--- config.mk ---
export PLATFORM = sky130hd
export DESIGN_NAME = prbs_bert_ctrl_flat
export DESIGN_NICKNAME = d
export VERILOG_FILES = /design/src/rtl/prbs_pkg.sv /design/src/rtl/prbs_bert_ctrl_if.sv /design/src/rtl/prbs_lfsr.sv /design/src/rtl/prbs_bert_ctrl.sv /design/src/flat_wrapper.sv
export SDC_FILE = /design/constraint.sdc
export NUM_CORES = 1
export LEC_CHECK = 0
export ABC_CLOCK_PERIOD_IN_PS = 6100
export BUFFER_PORTS_ARGS = -buffer_cell sky130_fd_sc_hd__buf_2
export CORE_MARGIN = 3
export CORE_UTILIZATION = 60
export CTS_BUF_LIST = sky130_fd_sc_hd__clkbuf_8
export DETAILED_ROUTE_END_ITERATION = 10
export MAX_ROUTING_LAYER = met4
export PLACE_DENSITY = 0.84
export RECOVER_POWER = 25
export SLEW_MARGIN = 20
export SYNTH_ARGS = -nofsm -noshare
export SYNTH_HDL_FRONTEND = slang
export SYNTH_SLANG_ARGS = --single-unit
--- constraint.sdc ---
create_clock -name clk -period 6.1 [get_ports clk]
set_clock_uncertainty 0.05 [all_clocks]
set_input_delay 0.305 -clock clk [delete_from_list [all_inputs] [get_ports clk]]
set_output_delay 0.305 -clock clk [all_outputs]
set_load 0.05 [all_outputs]
--- src/rtl/prbs_pkg.sv ---
// Shared types and constants for the PRBS bit-error-rate tester.
// The LFSR step is written on a 32-bit container so that any width up to 32 can reuse it.
package prbs_pkg;

    localparam int PRBS_N = 14;
    localparam logic [PRBS_N-1:0] PRBS_TAPS = 14'h2015;

    typedef enum logic [1:0] {
        IDLE,
        SYNC,
        RUN,
        DONE
    } state_e;

    // Shift left and append the XOR of the tapped bits; the caller truncates to its width.
    function automatic logic [31:0] lfsr_next(input logic [31:0] state, input logic [31:0] taps);
        return {state[30:0], ^(state & taps)};
    endfunction

endpackage

--- src/rtl/prbs_bert_ctrl_if.sv ---
// Control, link and status signals of the BERT controller, bundled for the register block.
interface prbs_bert_ctrl_if #(
    parameter int N  = 14,
    parameter int LW = 16,
    parameter int EW = 16
);
    logic          start;
    logic          abort;
    logic [N-1:0]  seed;
    logic [LW-1:0] len;
    logic          rx_bit;
    logic          rx_valid;
    logic          tx_bit;
    logic          tx_valid;
    logic          busy;
    logic          locked;
    logic          done;
    logic [EW-1:0] err_cnt;

    modport master (
        output start, abort, seed, len, rx_bit, rx_valid,
        input  tx_bit, tx_valid, busy, locked, done, err_cnt
    );

    modport slave (
        input  start, abort, seed, len, rx_bit, rx_valid,
        output tx_bit, tx_valid, busy, locked, done, err_cnt
    );
endinterface

--- src/rtl/prbs_lfsr.sv ---
// Loadable LFSR that either runs on its own feedback or shifts in an external bit.
// The generator uses feedback; the checker uses the external input.
module prbs_lfsr
    import prbs_pkg::*;
#(
    parameter int           N    = PRBS_N,
    parameter logic [N-1:0] TAPS = PRBS_TAPS
) (
    input  logic         clk,
    input  logic         rst,
    input  logic         load,
    input  logic [N-1:0] load_val,
    input  logic         en,
    input  logic         shift_in_sel,
    input  logic         ext_bit,
    output logic [N-1:0] state,
    output logic         fb
);

    logic [N-1:0] state_q;
    logic [N-1:0] state_d;

    always_comb begin
        state_d = state_q;
        if (load) begin
            state_d = load_val;
        end else if (en) begin
            state_d = shift_in_sel ? {state_q[N-2:0], ext_bit}
                                   : N'(lfsr_next(32'(state_q), 32'(TAPS)));
        end
    end

    always_ff @(posedge clk) begin
        if (rst) begin
            state_q <= N'(1);
        end else begin
            state_q <= state_d;
        end
    end

    assign state = state_q;
    assign fb    = ^(state_q & TAPS);

endmodule

--- src/rtl/prbs_bert_ctrl.sv ---
// BERT controller: transmits a PRBS pattern, self-synchronises a checker to the received
// stream, counts mismatches over a programmed window and pulses done on completion.
module prbs_bert_ctrl
    import prbs_pkg::*;
#(
    parameter int           N    = PRBS_N,
    parameter logic [N-1:0] TAPS = PRBS_TAPS,
    parameter int           LW   = 16,
    parameter int           EW   = 16
) (
    input logic              clk,
    input logic              rst,
    prbs_bert_ctrl_if.slave  bus
);

    localparam int SW = $clog2(N + 1);
    localparam logic [SW-1:0] SYNC_LAST = SW'(N - 1);

    state_e        state_q,    state_d;
    logic [LW-1:0] len_q,      len_d;
    logic [LW-1:0] bit_cnt_q,  bit_cnt_d;
    logic [SW-1:0] sync_cnt_q, sync_cnt_d;
    logic [EW-1:0] err_cnt_q,  err_cnt_d;

    logic          active;
    logic          accept_start;
    logic          chk_en;
    logic          chk_in;
    logic [N-1:0]  gen_state;
    logic          gen_fb;
    logic [N-1:0]  chk_state;
    logic          chk_fb;
    logic [N-1:0]  seed_eff;

    assign active       = (state_q == SYNC) || (state_q == RUN);
    assign accept_start = (state_q == IDLE) && bus.start && !bus.abort;
    assign seed_eff     = (bus.seed == '0) ? N'(1) : bus.seed;
    assign chk_en       = active && bus.rx_valid;
    // Once locked the checker follows its own prediction, so a flipped rx bit costs one error only.
    assign chk_in       = (state_q == RUN) ? chk_fb : bus.rx_bit;

    prbs_lfsr #(.N(N), .TAPS(TAPS)) u_gen (
        .clk          (clk),
        .rst          (rst),
        .load         (accept_start),
        .load_val     (seed_eff),
        .en           (active),
        .shift_in_sel (1'b0),
        .ext_bit      (1'b0),
        .state        (gen_state),
        .fb           (gen_fb)
    );

    prbs_lfsr #(.N(N), .TAPS(TAPS)) u_chk (
        .clk          (clk),
        .rst          (rst),
        .load         (1'b0),
        .load_val     ('0),
        .en           (chk_en),
        .shift_in_sel (1'b1),
        .ext_bit      (chk_in),
        .state        (chk_state),
        .fb           (chk_fb)
    );

    always_comb begin
        state_d    = state_q;
        len_d      = len_q;
        bit_cnt_d  = bit_cnt_q;
        sync_cnt_d = sync_cnt_q;
        err_cnt_d  = err_cnt_q;
        if (bus.abort) begin
            state_d = IDLE;
        end else begin
            unique case (state_q)
                IDLE: begin
                    if (bus.start) begin
                        len_d      = bus.len;
                        err_cnt_d  = '0;
                        sync_cnt_d = '0;
                        bit_cnt_d  = '0;
                        state_d    = SYNC;
                    end
                end
                SYNC: begin
                    if (bus.rx_valid) begin
                        sync_cnt_d = sync_cnt_q + SW'(1);
                        if (sync_cnt_q == SYNC_LAST) begin
                            state_d = (len_q == '0) ? DONE : RUN;
                        end
                    end
                end
                RUN: begin
                    if (bus.rx_valid) begin
                        if ((bus.rx_bit != chk_fb) && (err_cnt_q != '1)) begin
                            err_cnt_d = err_cnt_q + EW'(1);
                        end
                        bit_cnt_d = bit_cnt_q + LW'(1);
                        if ((bit_cnt_q + LW'(1)) == len_q) begin
                            state_d = DONE;
                        end
                    end
                end
                DONE: begin
                    state_d = IDLE;
                end
                default: begin
                    state_d = IDLE;
                end
            endcase
        end
    end

    always_ff @(posedge clk) begin
        if (rst) begin
            state_q    <= IDLE;
            len_q      <= '0;
            bit_cnt_q  <= '0;
            sync_cnt_q <= '0;
            err_cnt_q  <= '0;
        end else begin
            state_q    <= state_d;
            len_q      <= len_d;
            bit_cnt_q  <= bit_cnt_d;
            sync_cnt_q <= sync_cnt_d;
            err_cnt_q  <= err_cnt_d;
        end
    end

    assign bus.tx_valid = active;
    assign bus.tx_bit   = active & gen_state[N-1];
    assign bus.busy     = (state_q != IDLE);
    assign bus.locked   = (state_q == RUN);
    assign bus.done     = (state_q == DONE);
    assign bus.err_cnt  = err_cnt_q;

    logic unused_ok;
    assign unused_ok = ^{gen_fb, gen_state[N-2:0], chk_state};

endmodule

--- src/flat_wrapper.sv ---
// flat-port wrapper written by rule: the top's interface ports become plain ports
module prbs_bert_ctrl_flat import prbs_pkg::*;
#(
    parameter int           N    = PRBS_N,
    parameter logic [N-1:0] TAPS = PRBS_TAPS,
    parameter int           LW   = 16,
    parameter int           EW   = 16
)
  (clk, rst, bus_start, bus_abort, bus_seed, bus_len, bus_rx_bit, bus_rx_valid, bus_tx_bit, bus_tx_valid, bus_busy, bus_locked, bus_done, bus_err_cnt);
  prbs_bert_ctrl_if #(.N(N), .LW(LW), .EW(EW)) bus_i ();
  input logic clk;
  input logic rst;
  input wire logic [$bits(bus_i.start)-1:0] bus_start;
  input wire logic [$bits(bus_i.abort)-1:0] bus_abort;
  input wire logic [$bits(bus_i.seed)-1:0] bus_seed;
  input wire logic [$bits(bus_i.len)-1:0] bus_len;
  input wire logic [$bits(bus_i.rx_bit)-1:0] bus_rx_bit;
  input wire logic [$bits(bus_i.rx_valid)-1:0] bus_rx_valid;
  output wire logic [$bits(bus_i.tx_bit)-1:0] bus_tx_bit;
  output wire logic [$bits(bus_i.tx_valid)-1:0] bus_tx_valid;
  output wire logic [$bits(bus_i.busy)-1:0] bus_busy;
  output wire logic [$bits(bus_i.locked)-1:0] bus_locked;
  output wire logic [$bits(bus_i.done)-1:0] bus_done;
  output wire logic [$bits(bus_i.err_cnt)-1:0] bus_err_cnt;
  assign bus_i.start = bus_start;
  assign bus_i.abort = bus_abort;
  assign bus_i.seed = bus_seed;
  assign bus_i.len = bus_len;
  assign bus_i.rx_bit = bus_rx_bit;
  assign bus_i.rx_valid = bus_rx_valid;
  assign bus_tx_bit = bus_i.tx_bit;
  assign bus_tx_valid = bus_i.tx_valid;
  assign bus_busy = bus_i.busy;
  assign bus_locked = bus_i.locked;
  assign bus_done = bus_i.done;
  assign bus_err_cnt = bus_i.err_cnt;
  prbs_bert_ctrl #(.N(N), .TAPS(TAPS), .LW(LW), .EW(EW)) u_core (.clk(clk), .rst(rst), .bus(bus_i));
endmodule
# [Word-level counts from Yosys, hierarchy flattened]
# Cells that the tools add are included.
[totals] ff_bits=82 inputBits=36 elab_cells=66
[classes] addsub=3 eq_ne=13 mux=20 n_bitwise=2 reduce_logical=21
[op_table] operator="$mux W16" n=4
[op_table] operator="$pmux W16 S2" n=2
[op_table] operator="$mux W14" n=3
[op_table] operator="$add A16 B1 Y16 const B" n=2
[op_table] operator="$reduce_xor A32 Y1" n=1
[op_table] operator="$eq A16 B16 Y1" n=1
[op_table] operator="$logic_not A16 Y1" n=1
[op_table] operator="$ne A16 B16 Y1 const B" n=1
[op_table] operator="$logic_not A14 Y1" n=1
[op_table] operator="$reduce_xor A14 Y1" n=1
[op_table] operator="$mux W2" n=5
[op_table] operator="$reduce_and A5 Y1" n=2
[op_table] operator="$mux W4" n=2
[op_table] operator="$ne A2 B2 Y1 const B" n=4
[op_table] operator="$pmux W2 S4" n=1
[op_table] operator="$pmux W4 S2" n=1
[op_table] operator="$reduce_and A4 Y1" n=2
[op_table] operator="$reduce_bool A2 Y1" n=4
[op_table] operator="$add A4 B1 Y4 const B" n=1
[op_table] operator="$eq A2 B2 Y1 const B" n=2
[op_table] operator="$eq A4 B4 Y1 const B" n=1
[op_table] operator="$logic_and A1 B1 Y1" n=4
[op_table] operator="$ne A2 B1 Y1 const B" n=2
[op_table] operator="$reduce_and A3 Y1" n=1
[op_table] operator="9 further kinds" n=10

# [Depth between registers and ports, before layout]
# Gate-level depths: netlist of the first run.
[logic_depth] depth_word=6 ltp_mapped=11

# [Cells and area by module]
# Synthesis of the first run repeated with hierarchy kept, for this count alone.
[hier_totals] cells_unflattened=575 hier_area_um2=4847.1
[by_module_without_submodules] mod="prbs_bert_ctrl" n_inst=1 cells_per_inst=441 area_each_um2=3348.2 seq_area_each_um2=1081.0
[by_module_without_submodules] mod="prbs_lfsr" n_inst=2 cells_per_inst=67 area_each_um2=749.5 seq_area_each_um2=280.3

# [Worst setup path after synthesis of the first run]
# No wires, ideal clock.
[synth_path] path_kind="register to output" start="register u_core.state_q[0]" end="output port bus_tx_bit" arrival_time_ns=2.327 setup_slack_ns=3.418 stages_incl_launch_ff=6 n_path_buf=2 cell_sequence="dfxtp_1 > inv_1 > ha_1 > clkbuf_1 > buf_1 > and2_1"
[synth_between] elab_chain_cells=3 elab_cells_between_ends=4
[synth_rtl] element="from (decl)" line_no="prbs_bert_ctrl.sv:19" text="state_e state_q, state_d;"
[synth_rtl] element="from (signal assigned)" line_no="prbs_bert_ctrl.sv:122" text="state_q <= state_d;"
[synth_rtl] element="$eq A2 B1 Y1 / $eq A2 B2 Y1 (equally long branches)" line_no="prbs_bert_ctrl.sv:35" text="assign active = (state_q == SYNC) || (state_q == RUN);"
[synth_rtl] element="$logic_or A1 B1 Y1 *" line_no="prbs_bert_ctrl.sv:35"
[synth_rtl] element="named net bus_tx_valid" line_no="flat_wrapper.sv:20" text="output wire logic [$bits(bus_i.tx_valid)-1:0] bus_tx_valid;"
[synth_rtl] element="$and A1 B1 Y1 *" line_no="prbs_bert_ctrl.sv:131" text="assign bus.tx_bit = active & gen_state[N-1];"
[synth_rtl] element="to (decl)" line_no="flat_wrapper.sv:19" text="output wire logic [$bits(bus_i.tx_bit)-1:0] bus_tx_bit;"
# Mark *: on every way through the listed nets, which the timed path passes. The rest lies on a longest branch.

# [Final worst setup path of the first run]
[layout_path] start="register u_core.state_q[0]" end="register u_core.err_cnt_q[11], in the netlist u_core.bus.err_cnt[11]"
[layout_between] elab_chain_cells=3 elab_cells_between_ends=8
[layout_rtl] element="$eq A2 B2 Y1 / $logic_not A2 Y1 (equally long branches)" line_no="prbs_bert_ctrl.sv:75" text="unique case (state_q)"
[layout_rtl] element="$ne A2 B1 Y1 (no line), or another cell as far along"
[layout_rtl] element="$reduce_and A5 Y1 (no line)"
[layout_rtl] element="to (signal assigned)" line_no="prbs_bert_ctrl.sv:126" text="err_cnt_q <= err_cnt_d;"
[layout_rtl] element="to (decl)" line_no="prbs_bert_ctrl.sv:23" text="logic [EW-1:0] err_cnt_q, err_cnt_d;"
# Several ways; a longest one is shown, not always the timed one.
# A chain may end at the register's enable or synchronous reset.

==> impl_metrics.json, run 1 <==
{
  "result_of_the_run": "finished clean",
  "met1_usage": 0.3468,
  "clock_latency_ns": 0.36,
  "fmax_ghz": 0.3555,
  "drt_drc": 0,
  "dp.final_hpwl_um": 7569,
  "leakagePower_nw": 1.697,
  "antenna_violating_nets_post_route": 0,
  "unrepaired_setup_endpoints_after_global_routing": "false",
  "cts-root-to-sink-buffers": 2,
  "final_area_um2": 4932,
  "gr-usage-met3": 0.05742,
  "timing.critical_path.fanout_max": 18,
  "start_util": 0.6384,
  "placedInstanceArea_um2": 4738,
  "layout.cells.most_common_list": "92 x sky130_fd_sc_hd__nand2_1, 82 x sky130_fd_sc_hd__dfxtp_1, 64 x sky130_fd_sc_hd__nor2_1",
  "postCtsSetupRepairBufs": 0,
  "leading_cell_type_in_the_layout_fill_and_taps_excluded": "sky130_fd_sc_hd__nand2_1",
  "synthFlopType": "sky130_fd_sc_hd__dfxtp_1",
  "switching_share": 0.2680,
  "via_per_inst": 5.991,
  "worstRegToRegCells": 9,
  "port-buffer-count": 56,
  "via_count_of_the_first_global_routing_pass": 3850,
  "totalPowerFinal_mw": 1.142,
  "hold_path_class": "in2reg",
  "hold_viol": 0,
  "core.rowCount": 30,
  "design.portCount": 57,
  "synth_fp_nets": 605,
  "rrSetupSlack_ns": 3.29,
  "die-width_um": 92.19,
  "cts_buffers": 9,
  "share_comb_of_total_power": 0.134,
  "clkPwrFrac": 0.368,
  "groute.usage.overall": 0.2681,
  "synth_seq_area_share": 0.3683,
  "min-delay-start": "bus_len[14]",
  "critPathRequiredTime_ns": 6.25,
  "grt_max_degree": 69,
  "detailroute.via_count": 4188,
  "grt-ovfl-total": 0,
  "worstMarginPinSlew_ns": 1.018,
  "finalWorstPathRequiredPeriod_ns": 2.813,
  "relSlewSlack": 0.3200,
  "design.final.nets": 642,
  "floorplan.die_area_um2": 8498,
  "detail_route.first_pass.iterations": 5,
  "postRouteWirelength_um": 10810,
  "worst_hold_path.endpoint": "u_core.len_q[14]",
  "die_h_um": 92.19,
  "ys_types": 57,
  "grtUsageMet2": 0.4258,
  "area.growth.synth_to_final_pct": 10.67,
  "powerDensity_nw_per_um2": 231.5,
  "drt_iter0_markers": 430,
  "clockRootBuffer": "sky130_fd_sc_hd__clkbuf_8",
  "busiest_layer": "met2",
  "vdd.ir_drop.worst_uv": 171.8,
  "cts_hold_buffers": 0,
  "synth.avg_cell_area_um2": 7.944,
  "layout.area.seq_um2": 1642,
  "multi_input_comb_area_um2": 2665,
  "layout_worst_path_cycle_share": 0.4612,
  "setup.worst_path.end_class": "flop",
  "synth.yosys.warnings": 0,
  "ffs_latches_synth": 82,
  "path_class": "reg2reg",
  "synth_edf_count": 0,
  "worstHoldPathCells": 3,
  "wire_per_inst_um": 15.46,
  "switchingPower_uw": 306.0,
  "maxCapViolations": 0,
  "clk_transition_reported_paths_ns": 0.09,
  "timing.rr.end": "u_core.bus.err_cnt[11]",
  "clkSinkCount": 82,
  "clock_tree_from_tritoncts": "yes",
  "pwr-share-seq": 0.498,
  "crit_path_start_kind": "flop",
  "synth_area_um2": 4457,
  "total_negative_slack_ns": 0,
  "grt_pass1_wl_um": 18170,
  "cts-htree-levels": 3,
  "finalMaxSlewViolations": 0,
  "antenna_found_initial": 1,
  "hold_slack_ns": 0.1214,
  "core_um2": 6982,
  "place.gp.congestion": 1.019,
  "synthCells": 561,
  "ys_async_rst_share": 0,
  "critPathArrivalTime_ns": 2.97,
  "post_cts.resized_instances": 0,
  "drive_gt1_frac": 0.1113,
  "filler_cell_count": 603,
  "setup_viol": 0,
  "p_int_uw": 835.9,
  "crit-reg2reg-launch": "u_core.state_q[0]"
}
[cells by family after synthesis]
| logic type | count (synthesis) | share of synthesized area |
|---|---|---|
| adders and majority gates | 9 | 0.02471 |
| AOI/OAI and AO/OA | 123 | 0.1727 |
| muxes | 17 | 0.03818 |
| and+or+nand+nor | 254 | 0.2805 |
| DFF | 82 | 0.3683 |
| buffers and inverters | 38 | 0.03621 |
| xor gates and xnor gates | 38 | 0.07945 |
[worst max path at each step]
stage                            startpoint                      to  slack [ns]  cells past startpoint
final                     u_core.state_q[0]  u_core.bus.err_cnt[11]        3.29                      9
after global routing      u_core.state_q[0]  u_core.bus.err_cnt[11]        2.98                      9
after CTS                 u_core.state_q[0]  u_core.bus.err_cnt[11]        3.28                      9
after detailed placement  u_core.state_q[0]  u_core.bus.err_cnt[11]        3.31                      9
after global placement    u_core.state_q[0]  u_core.bus.err_cnt[14]        3.50                      9
after floorplan           u_core.state_q[0]              bus_tx_bit        3.42                      5
[layout make-up]
| cell class | instances | share of cell area |
|---|---|---|
| diodes | 1 | 0.0005074 |
| clock buffers | 9 | 0.02511 |
| repair buffers | 58 | 0.05530 |
| well taps | 96 | 0.02435 |
| multi-input cells | 441 | 0.5403 |
| inverters | 6 | 0.004566 |
| clock inverters | 6 | 0.01700 |
| flip-flops and latches | 82 | 0.3328 |
[routing by layer]
layer | wire length, um | vias to the layer above
li1 | - | 2064
met1 | 4696 | 1961
met2 | 5167 | 146
met3 | 803 | 17
met4 | 142 | 0
met5 | 0 | -
[synth_stat cells (3+ instances only)]
cell type | count | area, um^2
sky130_fd_sc_hd__nand2_1 | 92 | 345.3
sky130_fd_sc_hd__dfxtp_1 | 82 | 1642
sky130_fd_sc_hd__nor2_1 | 64 | 240.2
sky130_fd_sc_hd__a21oi_1 | 54 | 270.3
sky130_fd_sc_hd__xnor2_1 | 31 | 271.5
sky130_fd_sc_hd__clkbuf_1 | 26 | 97.59
sky130_fd_sc_hd__nand3_1 | 22 | 110.1
sky130_fd_sc_hd__a211oi_1 | 17 | 127.6
sky130_fd_sc_hd__mux2i_1 | 17 | 170.2
sky130_fd_sc_hd__o21ai_0 | 17 | 85.08
sky130_fd_sc_hd__nor4_1 | 11 | 68.82
sky130_fd_sc_hd__and3_1 | 8 | 50.05
sky130_fd_sc_hd__ha_1 | 8 | 100.1
sky130_fd_sc_hd__nand4_1 | 7 | 43.79
sky130_fd_sc_hd__and2_1 | 6 | 37.54
sky130_fd_sc_hd__inv_1 | 6 | 22.52
sky130_fd_sc_hd__nand2b_1 | 6 | 37.54
sky130_fd_sc_hd__nor3_2 | 6 | 60.06
sky130_fd_sc_hd__and4_1 | 5 | 43.79
sky130_fd_sc_hd__nor3_1 | 5 | 25.02
sky130_fd_sc_hd__xor2_1 | 5 | 43.79
sky130_fd_sc_hd__a22oi_1 | 4 | 30.03
sky130_fd_sc_hd__nor3b_1 | 4 | 30.03
sky130_fd_sc_hd__or3_1 | 4 | 25.02
sky130_fd_sc_hd__a311oi_1 | 3 | 26.28
sky130_fd_sc_hd__a31oi_1 | 3 | 18.77
sky130_fd_sc_hd__buf_2 | 3 | 15.01
sky130_fd_sc_hd__nor2b_1 | 3 | 18.77
sky130_fd_sc_hd__o21bai_1 | 3 | 22.52
[worst max-delay path, stage by stage, from the launching register on]
cell and delay, ns:
sky130_fd_sc_hd__dfxtp_1 0.41, sky130_fd_sc_hd__inv_1 0.10, sky130_fd_sc_hd__ha_1 0.28, sky130_fd_sc_hd__nand2b_1 0.11, sky130_fd_sc_hd__nor2b_1 0.28, sky130_fd_sc_hd__o211ai_1 0.31
sky130_fd_sc_hd__o22a_1 0.54, sky130_fd_sc_hd__nor3b_1 0.37, sky130_fd_sc_hd__xnor2_1 0.16, sky130_fd_sc_hd__nor2_1 0.05
[sequential cells by signal (all words and copies together) (netlist names)]
register,count
u_core.bit_cnt_q,16
u_core.state_q,2
u_core.len_q,16
u_core.u_chk.state,14
u_core.bus.err_cnt,16
u_core.u_gen.state,14
u_core.sync_cnt_q,4
[per-stage QoR]
step           utilization  worst slack, ns  cells
2_1_floorplan            -            3.418    561
3_3_place_gp        0.6787            3.505    683
3_5_place_dp        0.6787            3.307    683
4_1_cts             0.7084            3.282    698
5_1_grt             0.7065            2.975    699
6_report            0.7065            3.287    699
[power groups by stage]
stage | registers [mW] | clock network (mW) | logic [mW]
2_1_floorplan | 0.576 | 0 | 0.116
3_3_place_gp | 0.580 | 0 | 0.147
3_5_place_dp | 0.581 | 0 | 0.150
4_1_cts | 0.568 | 0.428 | 0.151
5_1_grt | 0.571 | 0.450 | 0.169
6_report | 0.569 | 0.421 | 0.153
Note: power is estimated with default switching activity, not from simulation.
==> run 2, diff against run 1 <==
--- a/config.mk
+++ b/config.mk
@@ -5,7 +5,8 @@
 export SDC_FILE = /design/constraint.sdc
 export NUM_CORES = 1
 export LEC_CHECK = 0
-export ABC_CLOCK_PERIOD_IN_PS = 6100
+export ABC_AREA = 1
+export ABC_CLOCK_PERIOD_IN_PS = 2890
 export BUFFER_PORTS_ARGS = -buffer_cell sky130_fd_sc_hd__buf_2
 export CORE_MARGIN = 3
 export CORE_UTILIZATION = 60
==> constraint.sdc (replaced) <==
create_clock -name clk -period 2.89 [get_ports clk]
set_clock_uncertainty 0.05 [all_clocks]
set_input_delay 0.1445 -clock clk [delete_from_list [all_inputs] [get_ports clk]]
set_output_delay 0.1445 -clock clk [all_outputs]
set_load 0.05 [all_outputs]
==> run 2 against run 1 <==
Worst setup slack lost 3.0 ns. Synthesized cell count grew 17%. Clock power increased by 140%. Critical path type unchanged. Critical endpoint is now u_core.bus.err_cnt[4]. Largest power group unchanged. Highest routed layer unchanged.
==> impl_metrics.json, run 2 <==
{
  "finalMaxSlewViolations": 0,
  "unrepaired_setup_endpoints_after_global_routing": "false",
  "yosysMostFrequentCell": "sky130_fd_sc_hd__nand2_1",
  "path_class": "reg2reg",
  "via_count_of_the_first_global_routing_pass": 4213,
  "setup.worst_path.end_class": "flop",
  "stdcell_count": 813,
  "synth.yosys.warnings": 0,
  "core.rowCount": 31,
  "antenna_violating_nets_post_route": 0,
  "p_int_mw": 1.945,
  "grt-ovfl-total": 0,
  "synth.avg_cell_area_um2": 6.874,
  "critPathRequiredTime_ns": 3.12,
  "synth_top_cells_by_area": "sky130_fd_sc_hd__dfxtp_1 36%, sky130_fd_sc_hd__nand2_1 11%, sky130_fd_sc_hd__nor2_1 7.6%",
  "dp.final_hpwl_um": 7978,
  "design.portCount": 57,
  "share_comb_of_total_power": 0.175,
  "clockRootBuffer": "sky130_fd_sc_hd__clkbuf_8",
  "vdd.ir_drop.worst_uv": 469.2,
  "hold_path_class": "in2reg",
  "detail_route.first_pass.iterations": 5,
  "layout.cells.most_common_list": "133 x sky130_fd_sc_hd__nand2_1, 92 x sky130_fd_sc_hd__nor2_1, 82 x sky130_fd_sc_hd__dfxtp_1",
  "leakagePower_nw": 1.913,
  "place.gp.congestion": 0.8981,
  "switching_share": 0.2959,
  "area.growth.synth_to_final_pct": 12.64,
  "grt_pass1_wl_um": 18900,
  "drt_iter0_markers": 400,
  "core_um2": 7292,
  "total_negative_slack_ns": 0,
  "maxCapViolations": 0,
  "detailedPlace.worstSlack_ns": 0.3120,
  "via_per_inst": 5.642,
  "detailroute.via_count": 4587,
  "drive_gt1_frac": 0.1317,
  "synth_fp_nets": 702,
  "yosys.area.top_type": "sky130_fd_sc_hd__dfxtp_1",
  "start_util": 0.6203,
  "final.setup.worst_slack_ns": 0.2662,
  "n_antenna_cell": 0,
  "fmax_ghz": 0.3811,
  "leading_cell_type_in_the_layout_fill_and_taps_excluded": "sky130_fd_sc_hd__nand2_1",
  "synth_area_um2": 4523,
  "clkPwrFrac": 0.368,
  "powerDensity_nw_per_um2": 542.3,
  "ffs_latches_synth": 82,
  "postRouteWirelength_um": 11370,
  "design.final.nets": 753,
  "synthCells": 658,
  "drt_drc": 0,
  "switchingPower_uw": 817.5,
  "finalWorstPathRequiredPeriod_ns": 2.624,
  "relSlewSlack": 0.4100,
  "hold_viol": 0,
  "grt_max_degree": 47,
  "die-width_um": 92.83,
  "cts-root-to-sink-buffers": 2,
  "synth_seq_area_share": 0.3629,
  "filler_cell_count": 651,
  "worstMarginPinSlew_ns": 0.8841,
  "clk_transition_reported_paths_ns": 0.09,
  "cts-htree-levels": 3,
  "critPathArrivalTime_ns": 2.86,
  "synth_top_cells_by_count": "133 x sky130_fd_sc_hd__nand2_1, 92 x sky130_fd_sc_hd__nor2_1, 82 x sky130_fd_sc_hd__dfxtp_1, 68 x sky130_fd_sc_hd__nand3_1, 49 x sky130_fd_sc_hd__inv_1",
  "pwr-share-seq": 0.457,
  "cts_buffers": 9,
  "antenna_found_initial": 0,
  "die_h_um": 92.83,
  "result_of_the_run": "finished clean",
  "floorplan.die_area_um2": 8616,
  "groute.usage.overall": 0.2744,
  "timing.critical_path.fanout_max": 17,
  "ys_types": 41,
  "synth_largest_type_area_fraction": 0.3629,
  "clock_tree_from_tritoncts": "yes",
  "setup_viol": 0,
  "ys_async_rst_share": 0,
  "port-buffer-count": 56,
  "clock_latency_ns": 0.36,
  "place_inst": 793,
  "crit_path_start_kind": "flop",
  "synthFlopType": "sky130_fd_sc_hd__dfxtp_1",
  "layout_worst_path_cycle_share": 0.9079,
  "wire_per_inst_um": 13.98,
  "synth_edf_count": 0,
  "clkSinkCount": 82
}
-- run 2: changes by cell type after synthesis, sizes merged, moves of 22 or more --
cell   change
o21ai     +22
nand3     +47
nor2      +33
xnor2     -26
inv       +48
nand2     +56
-- run 2: metrics by stage --
step           cell area, um^2  total power, mW  utilization  hold slack, ns
3_5_place_dp              4838            1.761       0.6635          0.3398
6_report                  5095            2.763       0.6987         0.01922
5_1_grt                   5095            2.884       0.6987         0.02227
4_1_cts                   5110            2.756       0.7008        0.006632
3_3_place_gp              4838            1.745       0.6635          0.3348
2_1_floorplan             4523            1.643            -          0.2294
-- run 2: what timing repair did --
item | in CTS | in global routing
setup buffers | 0 | 0
hold buffers | 3 | 1
gates resized for setup | 0 | 0
endpoints found under the hold margin | 3 | 1
-- run 2: path summary, 6_finish.rpt --
kind | start | endpoint | slack, ns | cells after the start
setup / recovery | u_core.state_q[0] | u_core.bus.err_cnt[4] | 0.27 | 10
hold / removal | bus_seed[6] | u_core.u_gen.state[6] | 0.02 | 3
setup reg to reg | u_core.state_q[0] | u_core.bus.err_cnt[4] | 0.27 | 10
hold reg to reg | u_core.u_chk.state[5] | u_core.u_chk.state[5] | 0.43 | 2
-- run 2: layout make-up --
| class | instances | area (um^2) | area share |
|---|---|---|---|
| multi-input combinational | 497 | 2557 | 0.5020 |
| sequential | 82 | 1642 | 0.3222 |
| timing repair buffer | 63 | 317.8 | 0.06238 |
| inverter | 56 | 212.7 | 0.04175 |
| clock buffer | 9 | 123.9 | 0.02431 |
| tap | 99 | 123.9 | 0.02431 |
| clock inverter | 7 | 117.6 | 0.02308 |
-- run 2: logic make-up (layout without fill, tap and decap cells) --
kind of cell | Yosys count | after routing | synth area share
AO/OA/AOI/OAI | 104 | 104 | 0.1325
XOR/XNOR | 23 | 23 | 0.04454
adder cells (fa/ha/maj) | 8 | 8 | 0.02213
buffers and inverters | 79 | 135 | 0.07275
flip-flops | 82 | 82 | 0.3629
AND/OR/NAND/NOR | 362 | 362 | 0.3651
-- run 2: critical path, stage by stage, from the launching register on --
cell,delay [ns]
sky130_fd_sc_hd__dfxtp_1,0.36
sky130_fd_sc_hd__inv_1,0.12
sky130_fd_sc_hd__ha_1,0.31
sky130_fd_sc_hd__inv_2,0.20
sky130_fd_sc_hd__nor2_1,0.12
sky130_fd_sc_hd__inv_1,0.08
sky130_fd_sc_hd__a21oi_2,0.65
sky130_fd_sc_hd__inv_4,0.23
sky130_fd_sc_hd__nand2_8,0.22
sky130_fd_sc_hd__nand2_1,0.07
sky130_fd_sc_hd__a21oi_1,0.14
-- run 2: metal layers --
layer	part of all wire	GRT usage	vias up
li1	-	-	2288
met4	0.017	0.09890	0
met5	0	-	-
met3	0.066	0.04955	21
met1	0.45	0.3553	2113
met2	0.47	0.4307	165
-- run 2: power by group through the flow --
stage | sequential [mW] | clock, mW | combinational [mW]
floorplan | 1.27 | 0 | 0.370
global placement | 1.28 | 0 | 0.461
detailed placement | 1.29 | 0 | 0.474
CTS | 1.26 | 1.02 | 0.480
global route | 1.27 | 1.07 | 0.538
finish | 1.26 | 1.02 | 0.484
